### src/rtl/bin2bcd_seq_pkg.sv
// Shared constants for the sequential binary-to-BCD converter.
package bin2bcd_seq_pkg;

  // FSM state encodings
  localparam logic [0:0] ST_IDLE  = 1'b0;
  localparam logic [0:0] ST_SHIFT = 1'b1;

  // Width of one BCD digit
  localparam int BCD_W = 4;

  // Counter width able to hold WIDTH itself
  function automatic int cnt_w(input int width);
    return $clog2(width + 1);
  endfunction

endpackage

### src/rtl/bin2bcd_seq_if.sv
// Start/done handshake and result bus of the BCD converter.
interface bin2bcd_seq_if #(
  parameter int WIDTH  = 8,
  parameter int DIGITS = 3
);
  logic                start;
  logic [WIDTH-1:0]    bin;
  logic                busy;
  logic                done;
  logic [4*DIGITS-1:0] bcd;
  logic [DIGITS-1:0]   blank;
  logic                ovf;

  modport master (output start, bin, input busy, done, bcd, blank, ovf);
  modport slave  (input start, bin, output busy, done, bcd, blank, ovf);
endinterface

### src/rtl/bin2bcd_seq_bcd_add3.sv
// One-digit shift-and-add-3 correction: d >= 5 ? d+3 : d.
// Corrected values 8..12 still fit in 4 bits, so no widening.
module bcd_add3 (
  input  logic [3:0] i_d,
  output logic [3:0] o_d
);
  assign o_d = (i_d >= 4'd5) ? (i_d + 4'd3) : i_d;
endmodule

### src/rtl/bin2bcd_seq.sv
// Sequential binary-to-BCD converter, one bit per clock. Results are held
// stable between conversions so the downstream 7-segment decoders never
// see intermediate values.
module bin2bcd_seq
  import bin2bcd_seq_pkg::*;
#(
  parameter int WIDTH  = 8,
  parameter int DIGITS = 3
) (
  input  logic          clk,
  input  logic          clrn,
  bin2bcd_seq_if.slave  bus
);

  localparam int CNT_W = cnt_w(WIDTH);
  localparam int SCR_W = BCD_W * DIGITS;

  logic [0:0]       r_state;
  logic [WIDTH-1:0] r_sreg;
  logic [SCR_W-1:0] r_scr;
  logic [CNT_W-1:0] r_cnt;
  logic             r_sticky;
  logic             r_busy;
  logic             r_done;
  logic [SCR_W-1:0] r_bcd;
  logic [DIGITS-1:0] r_blank;
  logic             r_ovf;

  logic [SCR_W-1:0]       w_adj;
  logic [SCR_W+WIDTH-1:0] w_cat_sh;
  logic [SCR_W-1:0]       w_scr_nxt;
  logic [WIDTH-1:0]       w_sreg_nxt;
  logic                   w_out;
  logic                   w_last;
  logic [DIGITS-1:0]      w_blank;

  // Per-digit correction, all digits in parallel
  for (genvar g = 0; g < DIGITS; g++) begin : g_dig
    bcd_add3 u_add3 (
      .i_d (r_scr[BCD_W*g +: BCD_W]),
      .o_d (w_adj[BCD_W*g +: BCD_W])
    );
  end

  // Shift corrected {scratch, shift reg} left by one; top bit falls out
  assign w_cat_sh   = {w_adj, r_sreg} << 1;
  assign w_scr_nxt  = w_cat_sh[SCR_W+WIDTH-1:WIDTH];
  assign w_sreg_nxt = w_cat_sh[WIDTH-1:0];
  assign w_out      = w_adj[SCR_W-1];
  assign w_last     = (r_cnt == CNT_W'(1));

  // Leading-zero mask from the digits about to be stored; digit 0 never blanks
  always_comb begin
    logic v_run;
    w_blank = '0;
    v_run   = 1'b1;
    for (int i = DIGITS - 1; i >= 1; i--) begin
      v_run      = v_run & (w_scr_nxt[BCD_W*i +: BCD_W] == '0);
      w_blank[i] = v_run;
    end
  end

  // FSM, datapath and output registers
  always_ff @(posedge clk or negedge clrn) begin
    if (!clrn) begin
      r_state  <= ST_IDLE;
      r_sreg   <= '0;
      r_scr    <= '0;
      r_cnt    <= '0;
      r_sticky <= 1'b0;
      r_busy   <= 1'b0;
      r_done   <= 1'b0;
      r_bcd    <= '0;
      r_blank  <= '0;
      r_ovf    <= 1'b0;
    end else begin
      r_done <= 1'b0;
      case (r_state)
        ST_IDLE: begin
          if (bus.start) begin
            r_sreg   <= bus.bin;
            r_scr    <= '0;
            r_cnt    <= CNT_W'(WIDTH);
            r_sticky <= 1'b0;
            r_busy   <= 1'b1;
            r_state  <= ST_SHIFT;
          end
        end
        default: begin
          r_sreg   <= w_sreg_nxt;
          r_scr    <= w_scr_nxt;
          r_sticky <= r_sticky | w_out;
          r_cnt    <= r_cnt - CNT_W'(1);
          if (w_last) begin
            r_bcd   <= w_scr_nxt;
            r_ovf   <= r_sticky | w_out;
            r_blank <= w_blank;
            r_done  <= 1'b1;
            r_busy  <= 1'b0;
            r_state <= ST_IDLE;
          end
        end
      endcase
    end
  end

  assign bus.busy  = r_busy;
  assign bus.done  = r_done;
  assign bus.bcd   = r_bcd;
  assign bus.blank = r_blank;
  assign bus.ovf   = r_ovf;

endmodule

### src/flat_wrapper.sv
// flat-port wrapper written by rule: the top's interface ports become plain ports
module bin2bcd_seq_flat import bin2bcd_seq_pkg::*;
#(
  parameter int WIDTH  = 8,
  parameter int DIGITS = 3
)
  (clk, clrn, bus_start, bus_bin, bus_busy, bus_done, bus_bcd, bus_blank, bus_ovf);
  bin2bcd_seq_if #(.WIDTH(WIDTH), .DIGITS(DIGITS)) bus_i ();
  input  logic clk;
  input  logic clrn;
  input wire logic [$bits(bus_i.start)-1:0] bus_start;
  input wire logic [$bits(bus_i.bin)-1:0] bus_bin;
  output wire logic [$bits(bus_i.busy)-1:0] bus_busy;
  output wire logic [$bits(bus_i.done)-1:0] bus_done;
  output wire logic [$bits(bus_i.bcd)-1:0] bus_bcd;
  output wire logic [$bits(bus_i.blank)-1:0] bus_blank;
  output wire logic [$bits(bus_i.ovf)-1:0] bus_ovf;
  assign bus_i.start = bus_start;
  assign bus_i.bin = bus_bin;
  assign bus_busy = bus_i.busy;
  assign bus_done = bus_i.done;
  assign bus_bcd = bus_i.bcd;
  assign bus_blank = bus_i.blank;
  assign bus_ovf = bus_i.ovf;
  bin2bcd_seq #(.WIDTH(WIDTH), .DIGITS(DIGITS)) u_core (.clk(clk), .clrn(clrn), .bus(bus_i));
endmodule
### config.mk
export PLATFORM = sky130hd
export DESIGN_NAME = bin2bcd_seq_flat
export DESIGN_NICKNAME = d
export VERILOG_FILES = /design/src/rtl/bin2bcd_seq_pkg.sv /design/src/rtl/bin2bcd_seq_if.sv /design/src/rtl/bin2bcd_seq_bcd_add3.sv /design/src/rtl/bin2bcd_seq.sv /design/src/flat_wrapper.sv
export SDC_FILE = /design/constraint.sdc
export NUM_CORES = 1
export LEC_CHECK = 0
export ABC_AREA = 1
export BUFFER_PORTS_ARGS = -buffer_cell sky130_fd_sc_hd__buf_4
export CAP_MARGIN = 10
export CORE_MARGIN = 4
export CORE_UTILIZATION = 55
export CTS_CLUSTER_SIZE = 20
export DETAILED_ROUTE_END_ITERATION = 10
export HOLD_SLACK_MARGIN = 0.03
export PLACE_DENSITY = 0.77
export SLEW_MARGIN = 20
export SYNTH_ARGS = -nofsm -noshare
export SYNTH_HDL_FRONTEND = slang
export SYNTH_SLANG_ARGS = --single-unit
### constraint.sdc
create_clock -name clk -period 1.9 [get_ports clk]
set_clock_uncertainty 0.05 [all_clocks]
set_input_delay 0.095 -clock clk [delete_from_list [all_inputs] [get_ports clk]]
set_output_delay 0.095 -clock clk [all_outputs]
set_load 0.01 [all_outputs]
== Yosys cells after proc, flatten, opt, wreduce, memory -nomap -nowiden ==
Cells that the tools add are included.

* Logic and storage cells: 45
* Bits in registers: 43
* Input port bits: 11

* Add/sub/neg operators: 4
* Magnitude comparators: 3
* Bitwise operators: 2
* Reduce and logical (&&, ||, !) cells: 5
* Muxes and demuxes: 19
* Equality and inequality tests: 2

{| class="wikitable"
|+ Operator list
! kind !! number
|-
| 12-bit two-way mux || 2
|-
| 4-bit two-way mux || 5
|-
| 8-bit two-way mux || 2
|-
| 4-bit by 2-bit adder with 4-bit output (second input constant) || 3
|-
| 4-bit by 3-bit greater-or-equal comparator with 1-bit output (second input constant) || 3
|-
| 1-bit two-way mux || 10
|-
| 4-bit zero test || 2
|-
| 4-bit by 1-bit == test with 1-bit output (second input constant) || 1
|-
| 2-bit AND reduction || 2
|-
| 4-bit by 1-bit subtractor with 4-bit output (second input constant) || 1
|-
| 2-bit inequality test (second input constant) || 1
|-
| 2-bit nonzero test || 1
|-
| 1-bit AND || 1
|-
| 1-bit bitwise OR || 1
|}

== Logic depth before layout (Yosys ltp) ==
* Depth after elaboration: 4
* Gate-level depth with buffers: 12
* Mapped depth without buffers: 12

== Modules after synthesis ==
From an unflattened synthesis, not the netlist that was laid out.

* Cells, all modules: 257
* Area, all modules: 2262.2 µm²

{| class="wikitable"
|+ Modules (own cells, without submodules)
! module !! seq. area each (µm²) !! area each (µm²) !! cells each !! times used
|-
| bin2bcd_seq || 1076.0 || 1856.8 || 188 || 1
|-
| bcd_add3 || 0.0 || 135.1 || 23 || 3
|}

== Least setup slack after synthesis ==
No wires, ideal clock.

* Kind: reg2reg
* Start: register u_core.r_scr[8]
* End: register u_core.r_blank[1], in the netlist u_core.bus.blank[1]
* Clock period less this slack: 1.374 ns
* Path slack: 0.526 ns
* Cell stages (with the launch flop): 12
* Path buffers: 0
* Data arrival time: 1.207 ns
* Data required time: 1.734 ns
* Cells stage by stage: dfrtp_1 -> inv_1 -> ha_1 -> inv_1 -> nand2_1 -> inv_1 -> a21oi_1 -> nor2_2 -> nand2_1 -> nor2_1 -> nand2_1 -> nand2_1

* Word-level cells in the longest chain between the ends: 4

{| class="wikitable"
|+ Ends and longest elaborated chain
! item !! line !! RTL
|-
| start: declaration || bin2bcd_seq.sv:20 || <nowiki>logic [SCR_W-1:0] r_scr;</nowiki>
|-
| start signal: assignment || bin2bcd_seq.sv:91 || <nowiki>r_scr <= w_scr_nxt;</nowiki>
|-
| 4-bit by 2-bit adder with 4-bit output or 4-bit by 3-bit greater-or-equal comparator with 1-bit output (tied branches) || bin2bcd_seq_bcd_add3.sv:7 || <nowiki>assign o_d = (i_d >= 4'd5) ? (i_d + 4'd3) : i_d;</nowiki>
|-
| 4-bit two-way mux (*) || bin2bcd_seq_bcd_add3.sv:7 ||
|-
| 4-bit zero test (*) || bin2bcd_seq.sv:58 || <nowiki>v_run = v_run & (w_scr_nxt[BCD_W*i +: BCD_W] == '0);</nowiki>
|-
| 1-bit AND (*) || bin2bcd_seq.sv:58 ||
|-
| end signal: assignment || bin2bcd_seq.sv:97 || <nowiki>r_blank <= w_blank;</nowiki>
|-
| end: declaration || bin2bcd_seq.sv:26 || <nowiki>logic [DIGITS-1:0] r_blank;</nowiki>
|}

Every way passes the cells marked *; elsewhere a longest branch is shown, timed or not.
A chain may end at the register's enable or synchronous reset.

== Worst setup path in the final report ==
Ends and elaborated chain as after synthesis.

==> metrics <==
routability congestion estimate=0.8494; Setup crit start=u_core.r_scr[8]; clock latency on the worst-skew pair=340 ps; Syn Nets=247; critical path, cell by cell=inv_1 -> ha_1 -> inv_1 -> nand2_1 -> nand3_1 -> nand2_1 -> nand2_1 -> nand2_1 -> nor2_1 -> nand2_1 -> nand2_1; via count=1635; Max Cap Viol=0; YS warnings=0; Overflow after GRT=0; CTS clk-pin slew, worst paths=110 ps; Mapped Area=2003 µm²; setup violators final=0; Leak=1.212 nW; DP HPWL=2.649 mm; initial antenna violation count=0; most frequent CP cell=nand2_1; proportion of layout cells with a drive suffix above 1=15.30%; Slew Viols, Final=0; total die area=4672 µm²; Final Core Density=69.85%; pwr dens=1644 nW/µm²; CTS sink cnt=43; Num CTS Buffers=5; CP endpoint kind=flop; Max Fclk=0.6191 GHz; Placeable Area=3416 µm²; worst r2r src=u_core.r_scr[8]; Die H=68.35 µm; synth-to-layout area growth=19.11%; Post-Syn Instances=228; NumNets Final=288; Detail Route Antenna Nets=0; H-tree Lvls=2; Initial Util=58.64%; CP Data Arrival Time=1850 ps; drt via density=5.207; Residual DRC=0; period utilization=85.01%; Worst-Margin Slew=522.2 ps; unrepaired setup endpoints after global routing=no; WS Path Type=reg2reg; Min Clock Period, post-route=1615 ps; WL final=3.865 mm; IO Pins=29; 1st-iter DRT viols=192; Die W=68.35 µm; drt pass-1 iters=4; CP Max Fanout=5; root buffer cell=clkbuf_4; GRT Util Overall=19.23%; Rows=21; crit-path max cell delay=400 ps; Fin. Hold Viols=0; Worst VDD drop=934.8 µV; status=complete, no violations; Syn Area/Cell=8.786 µm²; Setup TNS=0 ps; Synth Register Bits=43; CTS tree=built; CP Launch Type=flop; register area share after synthesis=53.72%; Critical Path RT=2140 ps; Cell variety after synth=24; worst rel slew slack=65.19%; first-pass GRT wire length=6.755 mm; routed length per instance=12.31 µm; diode count=0; largest net degree at the start of global routing=44; PortBufs=27; Worst Hold Class=in2async; Longest Clk Path Bufs=2; Worst path slowest cell=dfrtp_1; vias in the first global route=1524
## cell usage in the layout, fill, tap and decap left out, types with 8 or more instances in the layout
cell type / netlist / routed
buf_4: 2 / 30
dfrtp_1: 43 / 43
dlygate4sd3_1: 0 / 10
ha_1: 8 / 8
inv_1: 26 / 26
nand2_1: 66 / 66
nand3_1: 14 / 14
nor2_1: 9 / 9
o21ai_0: 26 / 26
o22ai_1: 12 / 12
## layer usage
metal	vias to the layer above	share of wire (%)	track usage, %
met5	-	0	0
met2	38	45	30.08
met3	5	5.1	3.941
met4	0	1.2	6.700
met1	763	48	26.50
li1	829	-	-
## where the power goes
part	switching, mW	total [mW]	leakage, nW	internal (mW)
logic	1.15	1.92	0.654	0.777
clock network	0.260	0.392	0.0242	0.132
registers	0.282	1.61	0.534	1.32
## stage by stage
stage	instance area, µm²	cells	hold slack [ps]	setup slack (ps)	total power [mW]
after global routing	2386	314	245.9	142.3	4.310
after global placement	2245	298	63.73	349.3	3.478
after detailed placement	2245	298	61.76	339.6	3.528
after floorplan	2003	228	-250.6	526.5	2.918
final	2386	314	216.1	284.9	3.922
after CTS	2386	314	219.5	309.7	3.941
## critical path, delay by kind of cell (launching register included)
| kind | cells | cell delay [ps] |
|---|---|---|
| fa+ha+maj | 1 | 200 |
| buf+inv | 2 | 170 |
| flops | 1 | 400 |
| simple gates | 8 | 740 |
## area by class of cell
class                      count  area, µm²
multi-input combinational    152      784.5
fill                         292       1030
timing repair buffer          40      325.3
sequential                    43       1076
clock buffer                   6      41.29
inverter                      27      101.3
tap                           46      57.56
## flip-flops by register name, indices dropped and copies added, names as in the netlist
register          flops
u_core.bus.ovf        1
u_core.r_cnt          4
u_core.bus.blank      2
u_core.bus.busy       1
u_core.r_scr         12
u_core.r_state        1
u_core.bus.done       1
u_core.bus.bcd       12
u_core.r_sticky       1
u_core.r_sreg         8
## path summary, 6_finish.rpt
path	end	slack [ps]	depth (start not counted)
max in group asynchronous	u_core.r_scr[0]	1230	2
max reg2reg	u_core.bus.blank[1]	280	11
min in group clk	u_core.r_sreg[3]	440	4
max	u_core.bus.blank[1]	280	11
min	u_core.r_scr[6]	220	2
min reg2reg	u_core.bus.bcd[7]	450	2
## kinds of logic (layout without fill, tap and decap cells)
kind of cell | after synthesis | in the layout | synth area share, %
adders and majority gates | 8 | 8 | 4.997
AOI/OAI and AO/OA | 44 | 44 | 12.24
and+or+nand+nor | 97 | 97 | 20.86
xor gates and xnor gates | 2 | 2 | 0.8746
buffers and inverters | 33 | 73 | 7.120
other | 1 | 1 | 0.1872
DFF | 43 | 43 | 53.72
## cell usage after synthesis
cell type,instances,area share [%]
buf_6,1,0.56
xnor2_1,1,0.44
o211ai_1,2,0.75
inv_2,1,0.19
nor2_2,3,0.94
a41oi_1,1,0.44
inv_1,26,4.9
o22ai_1,12,3.7
nand4_1,2,0.62
buf_2,3,0.75
buf_4,2,0.75
ha_1,8,5.0
nor2_1,9,1.7
conb_1,1,0.19
o21ai_0,26,6.5
nand3_4,1,0.87
nand2_1,66,12
dfrtp_1,43,54
xor2_1,1,0.44
nand3_1,14,3.5
a31oi_1,1,0.31
nor2_4,1,0.56
a21oi_1,2,0.50
and2_1,1,0.31
## repair_timing
item                      CTS  global route
setup buffers               0             0
hold endpoints to repair   53             0
gates resized for setup     0             0
hold buffers               10             0
(Power assumes the default switching activity.)
